`config.mk`:
```
export PLATFORM = sky130hd
export DESIGN_NAME = bus_arbiter
export DESIGN_NICKNAME = d
export VERILOG_FILES = /design/src/rtl/bus_arbiter.sv
export SDC_FILE = /design/constraint.sdc
export NUM_CORES = 1
export LEC_CHECK = 0
export BUFFER_PORTS_ARGS = -buffer_cell sky130_fd_sc_hd__buf_2
export CAP_MARGIN = 20
export CORE_MARGIN = 2
export CORE_UTILIZATION = 55
export CTS_CLUSTER_SIZE = 16
export DETAILED_ROUTE_END_ITERATION = 8
export PLACE_DENSITY = 0.83
export SLEW_MARGIN = 10
export SYNTH_ARGS = -nofsm -noshare
export SYNTH_HDL_FRONTEND = slang
export SYNTH_SLANG_ARGS = --single-unit
export TNS_END_PERCENT = 20
```
`constraint.sdc`:
```
create_clock -name clk -period 4.7 [get_ports clk]
set_input_delay 0.47 -clock clk [delete_from_list [all_inputs] [get_ports clk]]
set_output_delay 0.47 -clock clk [all_outputs]
set_load 0.05 [all_outputs]
```
`src/rtl/bus_arbiter.sv`:
```
// Round-robin arbiter for a 4:1 8-bit shared operand/result bus.
// Issues a registered one-hot grant and a select index for the mux.
// A hold limit caps how long one owner keeps the bus while others wait.
module bus_arbiter #(
  parameter int MAX_HOLD = 8,
  parameter int CNT_W    = 4
) (
  input  logic       clk,
  input  logic       rst,
  input  logic [3:0] req,
  output logic [3:0] grant,
  output logic [1:0] select,
  output logic       bus_valid
);

  typedef enum logic {IDLE, OWNED} state_t;

  state_t           r_state;
  logic [1:0]       r_last;
  logic [CNT_W-1:0] r_hold;
  logic [3:0]       r_grant;
  logic [1:0]       r_sel;
  logic             r_valid;

  logic [1:0]       w_win;
  logic [1:0]       w_idx;
  logic             w_any;
  logic             w_others;
  logic             w_at_limit;
  logic             w_take;
  logic             w_drop;

  // Circular search from r_last+1; descending k lets the nearest requester win.
  // While owned, r_last is the owner, so the owner is always searched last.
  always_comb begin
    w_win = r_last + 2'd1;
    w_idx = '0;
    for (int k = 4; k >= 1; k--) begin
      w_idx = r_last + 2'(k);
      if (req[w_idx]) w_win = w_idx;
    end
  end

  assign w_any      = |req;
  assign w_others   = |(req & ~r_grant);
  assign w_at_limit = (r_hold == CNT_W'(MAX_HOLD - 1));

  // Decide whether this edge issues a new grant or releases the bus.
  always_comb begin
    w_take = 1'b0;
    w_drop = 1'b0;
    case (r_state)
      IDLE:  w_take = w_any;
      OWNED: begin
        if (req[r_sel]) begin
          w_take = w_at_limit & w_others;
        end else begin
          w_take = w_any;
          w_drop = ~w_any;
        end
      end
      default: w_take = 1'b0;
    endcase
  end

  // Arbiter FSM: all outputs registered; select is kept while idle.
  always_ff @(posedge clk or posedge rst) begin
    if (rst) begin
      r_state <= IDLE;
      r_last  <= 2'd3;
      r_hold  <= '0;
      r_grant <= '0;
      r_sel   <= '0;
      r_valid <= 1'b0;
    end else if (w_take) begin
      r_state <= OWNED;
      r_last  <= w_win;
      r_hold  <= '0;
      r_grant <= 4'b0001 << w_win;
      r_sel   <= w_win;
      r_valid <= 1'b1;
    end else if (w_drop) begin
      r_state <= IDLE;
      r_hold  <= '0;
      r_grant <= '0;
      r_valid <= 1'b0;
    end else if (r_state == OWNED) begin
      // Owner keeps the bus; counter restarts at the limit when nobody waits.
      r_hold <= w_at_limit ? '0 : r_hold + 1'b1;
    end
  end

  assign grant     = r_grant;
  assign select    = r_sel;
  assign bus_valid = r_valid;

  a_onehot: assert property (@(posedge clk) disable iff (rst) $onehot0(r_grant));
  a_valid:  assert property (@(posedge clk) disable iff (rst) r_valid == (|r_grant));
  a_sel:    assert property (@(posedge clk) disable iff (rst) (r_grant != 0) |-> r_grant[r_sel]);
  a_hold:   assert property (@(posedge clk) disable iff (rst) r_hold <= CNT_W'(MAX_HOLD - 1));

endmodule

```
==> out/qor.csv, run 1 <==
metric;value;unit
Synth Instances;72;
leakage power figure;0.428;nW
Nets;95;
peak supply drop;0.364;mV
Metal-1 WL;726;um
largest net degree at the start of global routing;14;
synth cell count leaders;dfrtp_1, inv_1, a21oi_1, nor2b_1, nand3_1;
Synth Area in XOR/XNOR;1.13;%
synthesized area;773;um2
internal reg-to-reg setup slack;3010;ps
unique cell type count in the Yosys netlist;36;
final global-route overflow total;0;
Fmax;590;MHz
Root Buffer;clkbuf_4;
ANT cells;0;
MaxCap Viol Count;0;
Synth Area in Compound Gates;29.8;%
io pins;13;
asr flop ratio synth;100;%
Placer Congestion;0.868;
setup_tns;0;ps
Met3 Wirelength;82;um
HP Class;input port to asynchronous set/reset pin;
Post-CTS Hold Fix Bufs;0;
routed via count;652;
CTS H-tree lvls;1;
CTS tree;yes;
RSZ-0062 raised after global routing;false;
number of I/O port buffers;12;
Total Routed Length;1.62;mm
1st-pass router iterations;4;
GRT Total Usage;20.2;%
skew final;1.66;ps
reg2reg end;grant[0];
Crit Path Max Fanout;7;
largest family of logic cells by synthesized area;compound AO/OA/AOI/OAI gates;
Main synth FF type;dfrtp_1;
CTS max path bufs;2;
Post-Syn Nets;79;
outcome;completed;
# DRC;0;
first-pass GRT wire length;2.63;mm
WS Path Type;flip-flop to flip-flop;
clk_lat worst skew;280;ps
Core ar.;1300;um2
mux contribution to synthesized area;5.50;%
Die W;41.5;um
R2R Path Start;select[1];
routed wl met2;780;um
Final period util;36.1;%
Synth Area per Inst;10.7;um2
Starting Density;59.4;%
crit path launch type;flip-flop;
final setup violation count;0;
worst slew pin tran;670;ps
Final Util;67.1;%
crit end category;flip-flop;
Data arrival, critical path;1860;ps
final hold viol count;0;
die area;1720;um2
post-route ant nets;0;
Post-CTS Setup Repair Bufs;0;
uppermost layer routed;met4;
simple-gate area share of the yosys netlist;15.0;%
layout cells sized above 1;25.3;%
CTS buffer count;3;
fin crit period;1690;ps
Fin Hold WS;201;ps
cell with the most instances after synthesis;dfrtp_1;
top cells by area, synth;dfrtp_1, dfstp_2, inv_1, o41ai_4, nor2b_1;
initial antenna violation count;0;
clk slew on worst S/H paths;80;ps
dominant cell type by area after synthesis;dfrtp_1;
Layout Area Growth over Synthesis;12.9;%
count of pins over their slew limit;0;
Pwr per Cell Area;652;nW/um2
WP data required;4870;ps
Non-Filler Instances;102;
vias in the first global route;574;
Post-DP HPWL;1.24;mm
chip height;41.5;um
Starting DRT DRC Count;31;
CTS sink cnt;13;
Synth Warn #;0;
routed len/inst;15.9;um
Placement Rows;13;
Vias per Instance;6.39;
adder and majority cell fraction of the synthesized area;1.62;%
flops & latches, synth;13;
R2R depth;4;
top cell type's share of synthesized area;35.6;%
sequential cell area fraction in the yosys report;42.4;%
Rel. slew slack;55.3;%
post-cts resize count;0;
EDFF count, synth;0;
Post-Place Cells;98;
## worst max-delay path, cell delays in order (launching register included)
cell      delay [ps]
dfrtp_1          430
mux2i_1          150
o22ai_1          540
a221oi_2         220
a22o_1           250
## per-layer routing
| layer | track usage [%] | vias up |
|---|---|---|
| li1 | - | 306 |
| met1 | 26.5 | 318 |
| met2 | 31.3 | 22 |
| met3 | 4.78 | 6 |
| met4 | 9.68 | 0 |
| met5 | 0 | - |
## kinds of logic (layout without fill, tap and decap cells)
kind of cell / after synthesis / after routing
flops: 13 / 13
xor+xnor: 1 / 1
buf+inv: 9 / 24
fa+ha+maj: 1 / 1
mux: 4 / 4
simple gates: 19 / 19
compound gates: 25 / 25
## where the power goes
part	internal (mW)	switching (mW)	total, mW
combinational	0.111	0.192	0.303
sequential	0.158	0.0379	0.196
clock	0.0330	0.0380	0.0710
total	0.302	0.268	0.570
## state kept, by name, indices dropped and copies added, names as in the netlist
| name | cells |
|---|---|
| grant | 4 |
| r_hold | 4 |
| r_last | 2 |
| r_state | 1 |
| select | 2 |
## worst max path at each step
stage	cells past startpoint	endpoint	from
global placement	4	select[1]	req[2]
floorplan	4	select[1]	r_state
global route	5	grant[1]	r_hold[0]
CTS	4	grant[0]	select[1]
finish	4	grant[0]	select[1]
detailed placement	4	select[1]	req[2]
## placed cells by master, fill, tap and decap left out, types with 2 or more instances in the layout
cell       n
buf_2     12
dfrtp_1   11
inv_1      8
nor2b_1    4
a21oi_1    4
nand3_1    3
clkbuf_4   3
nand2_1    2
mux2i_1    2
o22ai_1    2
o221ai_1   2
nor2_1     2
o32ai_1    2
and3_1     2
mux2_1     2
a21o_1     2
a22o_1     2
dfstp_2    2
## per-stage QoR
stage	cell area (um2)	worst slack, ps	power, mW
floorplan	773	2840	0.432
global placement	847	2790	0.490
detailed placement	847	2780	0.498
CTS	873	3000	0.571
global route	873	2890	0.607
finish	873	3010	0.570
## layout make-up
type | instances | area [um2]
timing repair buffer | 12 | 60.1
clock buffer | 4 | 26.3
multi-input combinational | 50 | 410
inverter | 8 | 30.0
tap | 15 | 18.8
fill | 110 | 428
sequential | 13 | 328
Power figures use the tool's default switching activity.
==> run 2: changes to the inputs <==
--- a/config.mk
+++ b/config.mk
@@ -8,10 +8,10 @@
 export BUFFER_PORTS_ARGS = -buffer_cell sky130_fd_sc_hd__buf_2
 export CAP_MARGIN = 20
 export CORE_MARGIN = 2
-export CORE_UTILIZATION = 55
+export CORE_UTILIZATION = 53
 export CTS_CLUSTER_SIZE = 16
 export DETAILED_ROUTE_END_ITERATION = 8
-export PLACE_DENSITY = 0.83
+export PLACE_DENSITY = 0.81
 export SLEW_MARGIN = 10
 export SYNTH_ARGS = -nofsm -noshare
 export SYNTH_HDL_FRONTEND = slang
==> constraint.sdc (replaced) <==
create_clock -name clk -period 1.7 [get_ports clk]
set_input_delay 0.17 -clock clk [delete_from_list [all_inputs] [get_ports clk]]
set_output_delay 0.17 -clock clk [all_outputs]
set_load 0.05 [all_outputs]
==> run 2 against run 1 <==
Sequential share of layout area shrank 1.5 points. Register-to-register slack lost 3000 ps. Clock skew grew 6.4 ps. Non-clock buffer count grew 2. Count of clock-buffer cells in the layout shrank 1. Maximum frequency grew 2.7%. Critical path type unchanged. Cell count grew 2.0%. Routed wire length shrank 5.1%. Cell area grew 6.2%.
==> out/qor.csv, run 2 (synthesized netlist as in run 1, its figures left out) <==
metric;value;unit
outcome;completed;
Filler Cells Inserted;97;
fin crit period;1650;ps
post-route ant nets;0;
area of the multi-input gates;439;um2
WP buf/inv;0;
io pins;13;
layout cells sized above 1;37.1;%
Final Util;69.5;%
final hold viol count;0;
Starting Density;58.0;%
Placement Rows;13;
clk_lat worst skew;280;ps
WS Path Type;flip-flop to flip-flop;
MaxCap Viol Count;0;
vias in the first global route;620;
CTS max path bufs;2;
ANT cells;0;
routed via count;635;
Placer Congestion;0.795;
skew final;8.04;ps
Vias per Instance;6.11;
worst slew pin tran;546;ps
Die W;42.2;um
Tot Pwr;1.64;mW
Data arrival, critical path;1820;ps
Post-DP HPWL;1.15;mm
GRT Total Usage;20.4;%
1st-pass router iterations;4;
Post-CTS Setup Repair Bufs;0;
CTS sink cnt;13;
Total Routed Length;1.54;mm
Rel. slew slack;63.5;%
dpl ws;5.94;ps
final global-route overflow total;0;
Root Buffer;clkbuf_4;
routed len/inst;14.8;um
leakage power figure;0.444;nW
# DRC;0;
Slowest Stage Delay on Critical Path;410;ps
final setup violation count;0;
Pwr per Cell Area;1770;nW/um2
setup_tns;0;ps
Largest delay share family, worst path;compound AO/OA/AOI/OAI gates;
register area;334;um2
number of I/O port buffers;12;
crit end category;flip-flop;
clk slew on worst S/H paths;80;ps
crit path launch type;flip-flop;
count of pins over their slew limit;0;
Final period util;97.1;%
peak supply drop;0.975;mV
final setup margin;50.1;ps
Layout Area Growth over Synthesis;19.9;%
Starting DRT DRC Count;5;
design area;927;um2
largest net degree at the start of global routing;14;
Nets;97;
CTS buffer count;3;
HP Class;input port to flip-flop;
crit path cell chain;ha_2 -> and3b_2 -> o41ai_4 -> a21bo_2 -> o32ai_1;
CTS H-tree lvls;1;
most common cell after layout, fill and taps aside;buf_2;
CP max-delay cell;dfrtp_1;
first-pass GRT wire length;2.77;mm
Fmax;606;MHz
Core ar.;1330;um2
RSZ-0062 raised after global routing;true;
initial antenna violation count;0;
WP data required;1870;ps
Crit Path Max Fanout;6;
chip height;42.2;um
CTS tree;yes;
placed cell area;867;um2
most frequent cells in the layout;buf_2, inv_1, dfrtp_1;
die area;1780;um2
## run 2: final timing paths
check	cells past startpoint	slack, ps	start	to
setup reg to reg	5	50	r_hold[0]	grant[1]
hold reg to reg	1	530	grant[0]	grant[0]
max in group asynchronous	3	890	rst	select[1]
setup / recovery	5	50	r_hold[0]	grant[1]
hold / removal	3	350	req[2]	r_state
min in group asynchronous	3	440	rst	r_hold[0]
## run 2: tightest hold or removal path, stage by stage
cell	delay [ps]
buf_2	130
or4_1	150
buf_4	140
## run 2: metal layers
metal  wire, um  share of wire, %  global-route usage, %  vias to the layer above
met2        740                48                   31.7                       15
met5          0                 0                      0                        -
li1           -                 -                      -                      313
met3         75               4.9                   2.59                        4
met4         15              0.97                   9.38                        0
met1        708                46                   28.1                      303
## run 2: area by class of cell
type	count	share of cell area, %
clock inverters	1	0.540
clock buffers	3	2.43
flip-flops and latches	13	36.0
multi-input cells	50	47.4
inverters	8	3.24
repair buffers	14	8.37
well taps	15	2.02
## run 2: power by group
part | leakage, nW | switching (mW) | internal [mW] | total, mW
registers | 0.154 | 0.106 | 0.444 | 0.550
clock network | 0.0177 | 0.104 | 0.0873 | 0.192
logic | 0.273 | 0.562 | 0.339 | 0.901
## run 2: timing repair
action,CTS,global route
endpoints found under the hold margin,11,0
gates resized for setup,1,3
hold buffers,1,0
pin swaps,1,3
endpoints found under the setup margin,1,6
## run 2: stage by stage
stage / hold slack, ps / cells
2_1_floorplan: 45.2 / 72
3_3_place_gp: 213 / 99
3_5_place_dp: 222 / 99
4_1_cts: 341 / 104
5_1_grt: 383 / 104
6_report: 348 / 104
